### config.mk
export PLATFORM = sky130hd
export DESIGN_NAME = register_file_flat
export DESIGN_NICKNAME = d
export VERILOG_FILES = /design/src/rtl/register_file.sv /design/src/rtl/register_file_if.sv /design/src/flat_wrapper.sv
export SDC_FILE = /design/constraint.sdc
export NUM_CORES = 2
export LEC_CHECK = 0
export CAP_MARGIN = 20
export CELL_PAD_IN_SITES_DETAIL_PLACEMENT = 1
export CELL_PAD_IN_SITES_GLOBAL_PLACEMENT = 1
export CORE_MARGIN = 5
export CORE_UTILIZATION = 52
export CTS_BUF_LIST = sky130_fd_sc_hd__clkbuf_2
export DETAILED_ROUTE_END_ITERATION = 7
export GPL_ROUTABILITY_DRIVEN = 1
export HOLD_SLACK_MARGIN = 0.06
export PLACE_DENSITY_LB_ADDON = 0.1
export SETUP_SLACK_MARGIN = 0.3
export SLEW_MARGIN = 10
export SYNTH_ARGS = -nofsm -noshare
export SYNTH_HDL_FRONTEND = slang
export SYNTH_SLANG_ARGS = --single-unit
### constraint.sdc
create_clock -name clk -period 3.3 [get_ports clk]
set_input_delay 0.66 -clock clk [delete_from_list [all_inputs] [get_ports clk]]
set_output_delay 0.66 -clock clk [all_outputs]
set_load 0.02 [all_outputs]
### src/rtl/register_file.sv
// Decode/register-read stage: 32x32 integer register file with a registered operand bundle.
// Optional macro REGFILE_BYPASS_EN forwards a same-cycle writeback into the captured operands.
package Common;
  typedef struct packed {
    logic [31:0] pc;
    logic [31:0] insn;
    logic [31:0] reg1;
    logic [31:0] reg2;
  } Signals;
endpackage

module register_file #(
  parameter int XLEN      = 32,
  parameter int NREGS     = 32,
  parameter int DEBUG_REG = 10
) (
  input  logic               clk,
  input  logic               rst,
  input  logic               stall,
  input  Common::Signals     i_buffer,
  register_file_if.slave     wb,
  output Common::Signals     o_signals,
  output logic [XLEN-1:0]    o_debug
);

  localparam logic [6:0] OP_R      = 7'b0110011;
  localparam logic [6:0] OP_IMM    = 7'b0010011;
  localparam logic [6:0] OP_LOAD   = 7'b0000011;
  localparam logic [6:0] OP_JALR   = 7'b1100111;
  localparam logic [6:0] OP_STORE  = 7'b0100011;
  localparam logic [6:0] OP_BRANCH = 7'b1100011;

  logic [XLEN-1:0] registers [0:NREGS-1];

  Common::Signals  signals_q, signals_d;
  logic [4:0]      rs1, rs2;
  logic [6:0]      opcode;
  logic            useRs1, useRs2, writeEn;
  logic [XLEN-1:0] rdata1, rdata2;

  assign rs1     = i_buffer.insn[19:15];
  assign rs2     = i_buffer.insn[24:20];
  assign opcode  = i_buffer.insn[6:0];
  assign writeEn = wb.i_wback && (wb.i_wreg != 5'd0);

  always_comb begin
    useRs1 = 1'b0;
    useRs2 = 1'b0;
    case (opcode)
      OP_R, OP_STORE, OP_BRANCH: begin
        useRs1 = 1'b1;
        useRs2 = 1'b1;
      end
      OP_IMM, OP_LOAD, OP_JALR: useRs1 = 1'b1;
      default: ;
    endcase
  end

  // x0 is hardwired to zero on the read side as well as being write-protected.
  always_comb begin
    rdata1 = (rs1 == 5'd0) ? '0 : registers[rs1];
    rdata2 = (rs2 == 5'd0) ? '0 : registers[rs2];
`ifdef REGFILE_BYPASS_EN
    if (writeEn && (wb.i_wreg == rs1)) rdata1 = wb.i_wdata;
    if (writeEn && (wb.i_wreg == rs2)) rdata2 = wb.i_wdata;
`endif
  end

  always_comb begin
    signals_d      = i_buffer;
    signals_d.reg1 = useRs1 ? rdata1 : '0;
    signals_d.reg2 = useRs2 ? rdata2 : '0;
  end

  // Writes land even while the stage is stalled; reset wins over both.
  always_ff @(posedge clk) begin
    if (rst) begin
      for (int i = 0; i < NREGS; i++) registers[i] <= '0;
    end else if (writeEn) begin
      registers[wb.i_wreg] <= wb.i_wdata;
    end
  end

  always_ff @(posedge clk) begin
    if (rst) begin
      signals_q <= '0;
    end else if (!stall) begin
      signals_q <= signals_d;
    end
  end

  assign o_signals = signals_q;
  assign o_debug   = registers[DEBUG_REG];

endmodule

### src/rtl/register_file_if.sv
// Writeback bus from the WB stage into the register file: enable, destination index and data.
interface register_file_if #(
  parameter int XLEN = 32
);
  logic            i_wback;
  logic [4:0]      i_wreg;
  logic [XLEN-1:0] i_wdata;

  modport master (output i_wback, i_wreg, i_wdata);
  modport slave  (input  i_wback, i_wreg, i_wdata);
endinterface

### src/flat_wrapper.sv
// flat-port wrapper written by rule: the top's interface ports become plain ports
module register_file_flat 
#(
  parameter int XLEN      = 32,
  parameter int NREGS     = 32,
  parameter int DEBUG_REG = 10
)
  (clk, rst, stall, i_buffer, o_signals, o_debug, wb_i_wback, wb_i_wreg, wb_i_wdata);
  register_file_if #(.XLEN(XLEN)) wb_i ();
  input  logic clk;
  input  logic rst;
  input  logic stall;
  input  Common::Signals i_buffer;
  output Common::Signals o_signals;
  output logic [XLEN-1:0] o_debug;
  input wire logic [$bits(wb_i.i_wback)-1:0] wb_i_wback;
  input wire logic [$bits(wb_i.i_wreg)-1:0] wb_i_wreg;
  input wire logic [$bits(wb_i.i_wdata)-1:0] wb_i_wdata;
  assign wb_i.i_wback = wb_i_wback;
  assign wb_i.i_wreg = wb_i_wreg;
  assign wb_i.i_wdata = wb_i_wdata;
  register_file #(.XLEN(XLEN), .NREGS(NREGS), .DEBUG_REG(DEBUG_REG)) u_core (.clk(clk), .rst(rst), .stall(stall), .i_buffer(i_buffer), .wb(wb_i), .o_signals(o_signals), .o_debug(o_debug));
endmodule
==> metrics.txt <==
CTS sink cnt 1152; GPL Wtd Cong 0.865; Chip Width 350 µm; clock share of power 32.7%; crit path cell chain buf_6; clock-pin slew on the worst setup and hold paths 90 ps; Max Fclk 323 MHz; Synth area leaders edfxtp_1 51%, mux2i_1 11%, and2_1 11%; CP Class reg -> out; GR Overflow Total 0; top cells by count, synth 1024 x edfxtp_1, 1023 x and2_1, 663 x mux2i_1; Synth top area share 51.3%; Initial DRC Count 4079; switching share of power 29.1%; CP max-delay cell edfxtp_1; Area after DPL 66100 µm²; max-cap violations 0; Ports 329; RSZ-0062 raised after global routing yes; Core Region 114000 µm²; final worst setup slack 203 ps; NetSw 9.27 mW; Remaining DRCs 0; M1 GR Usage 41.7%; met3 usage 5.37%; clock tree buffer depth 4; drt first pass iters 5; Area Overhead vs Synth 17.0%; overall die height 350 µm; htree depth 5; Final Max Slew Viols 0; initial antenna violation count 8; WP data arrival 2440 ps; Unique masters post-synth 44; Die ar. 122000 µm²; global-route wire length before repair 309 mm; Total Wirelength 215 mm; Synth Area in Compound Gates 6.04%; row cnt 124; Final setup viols 0; Post-Synth Adder-Cell Area 0%; Syn Std Cell Area 59900 µm²; async set or reset register ratio after synthesis 0%; vias in the first global route 46400; Hold WC Path Type in -> reg; vias per cell 6.31; Required @ worst endpoint 2640 ps; Syn Area/Cell 13.4 µm²; vias post-DR 43600; post-route ant nets 0; Tot Pwr 31.9 mW; root buffer cell clkbuf_2; mean routed wirelength per cell 31.2 µm; status finished, final reports clean; post-synthesis register bit count 1152; HPWL Detailed 139 mm; Worst-Margin Slew 1330 ps; area leader, netlist edfxtp_1; sequential share of power 53.5%; Worst setup SP type flop; CP max FO 2; Post-Synth Simple-Gate Area 14.2%; period utilization 93.9%; Worst-Skew Late Latency 1740 ps; worst clock skew 124 ps; Inserted Clock Buffers 330; mux cell area share after synthesis 21.0%; layer with the highest usage met2; layout cells sized above 1 27.2%; CP max stage delay 560 ps; Final nets 5306; EDFF count, synth 1024; most numerous cell in the Yosys netlist edfxtp_1; top_reg_cell synth edfxtp_1; Comb power frac 13.8%; gate count after technology mapping 4490; setup TNS 0 ps; Power Dens Cells 454 nW/µm²; Largest delay share family, worst path flip-flops; internal power 22.6 mW; IO buf count 264; largest family of logic cells by synthesized area multiplexers; Final min period 3100 ps; Post-Synth XOR/XNOR Area 0%; GR Layer Usage met2 57.5%; design area 70100 µm²; Fin. Hold Viols 0; CP bufs+invs 1; Critical Path End Type output port; Core Util, Final 61.3%; Leakage 27.5 nW; slew margin rel. 10.3%; starting density of the core 52.4%; peak supply drop 0.341 mV; largest net degree at the start of global routing 66; GRT Total Usage 34.6%; register area share after synthesis 55.6%; CTS tree yes; pre-CTS setup slack 27.8 ps; yosys synthesis warning count 0
-- metal layers --
layer | vias to the layer above | part of all wire [%]
li1 | 18200 | -
met1 | 22600 | 37
met2 | 2139 | 49
met3 | 626 | 6.7
met4 | 0 | 7.8
met5 | - | 0
-- logic make-up after synthesis --
| family | count (synthesis) |
|---|---|
| DFF | 1152 |
| AOI/OAI and AO/OA | 503 |
| and+or+nand+nor | 1454 |
| muxes | 930 |
| other | 1 |
| buffers and inverters | 450 |
-- area by class of cell --
cell class | instances | area (µm²)
sequential | 1152 | 33400
inverter | 1 | 3.75
antenna | 18 | 45.0
timing repair buffer | 733 | 7020
tap | 1512 | 1890
clock inverter | 65 | 307
multi-input combinational | 2919 | 25000
fill | 11200 | 44200
clock buffer | 498 | 2490
-- cell usage in the layout, fill, tap and decap left out, types with 30 or more instances in the layout --
| cell | n |
|---|---|
| dlygate4sd3_1 | 123 |
| and2_1 | 1023 |
| nand3b_1 | 38 |
| mux2i_1 | 663 |
| or3_1 | 33 |
| a22oi_1 | 122 |
| a21oi_1 | 63 |
| buf_12 | 80 |
| mux4_2 | 259 |
| clkbuf_2 | 499 |
| a211oi_1 | 33 |
| buf_2 | 90 |
| clkdlybuf4s50_1 | 94 |
| nor2_1 | 130 |
| o22ai_1 | 63 |
| o211ai_1 | 63 |
| buf_4 | 299 |
| dfxtp_2 | 34 |
| nand2_1 | 105 |
| edfxtp_1 | 1024 |
| or2_2 | 33 |
| clkinv_1 | 49 |
| conb_1 | 32 |
| nor2b_1 | 31 |
| dfxtp_1 | 80 |
| a211o_1 | 30 |
| a31o_2 | 32 |
-- power by group through the flow --
stage	registers (mW)	logic [mW]	clock network (mW)
after floorplan	17.3	2.30	0
after global placement	17.3	4.12	0
after detailed placement	17.4	4.20	0
after CTS	17.0	4.34	10.6
after global routing	17.1	4.56	11.4
final	17.0	4.40	10.4
-- worst register-to-register path, delay by kind of cell (launching register included) --
family,cells,cell delay (ps)
buf+inv,2,1180
mux,1,490
compound gates,2,430
flops,1,410
simple gates,1,140
-- registers in the layout, indices dropped and copies added (netlist names) --
name              cells
u_core.o_signals    128
u_core.registers   1024
-- final timing paths --
kind	depth (start not counted)	slack [ps]	start	endpoint
max	1	200	u_core.registers[10][16]$_SDFFCE_PN0P_	o_debug[16]
min	4	150	i_buffer[108]	u_core.o_signals[108]$_SDFFE_PP0N_
max reg2reg	6	620	u_core.registers[19][2]$_SDFFCE_PN0P_	u_core.o_signals[34]$_SDFFE_PP0N_
min reg2reg	2	500	u_core.o_signals[78]$_SDFFE_PP0N_	u_core.o_signals[78]$_SDFFE_PP0N_
-- what timing repair did --
item / CTS / global route
setup endpoints to repair: 160 / 20
hold buffers: 121 / 2
hold endpoints to repair: 1024 / 16
buffers inserted: 34 / 4
gates resized for setup: 765 / 9
cloned: 0 / 1
pin swaps: 0 / 0
-- metrics by stage --
stage	hold WS, ps	instances
2_1_floorplan	545	4521
3_3_place_gp	454	6153
3_5_place_dp	461	6153
4_1_cts	61.0	6871
5_1_grt	106	6891
6_report	152	6898
(Power assumes the default switching activity.)
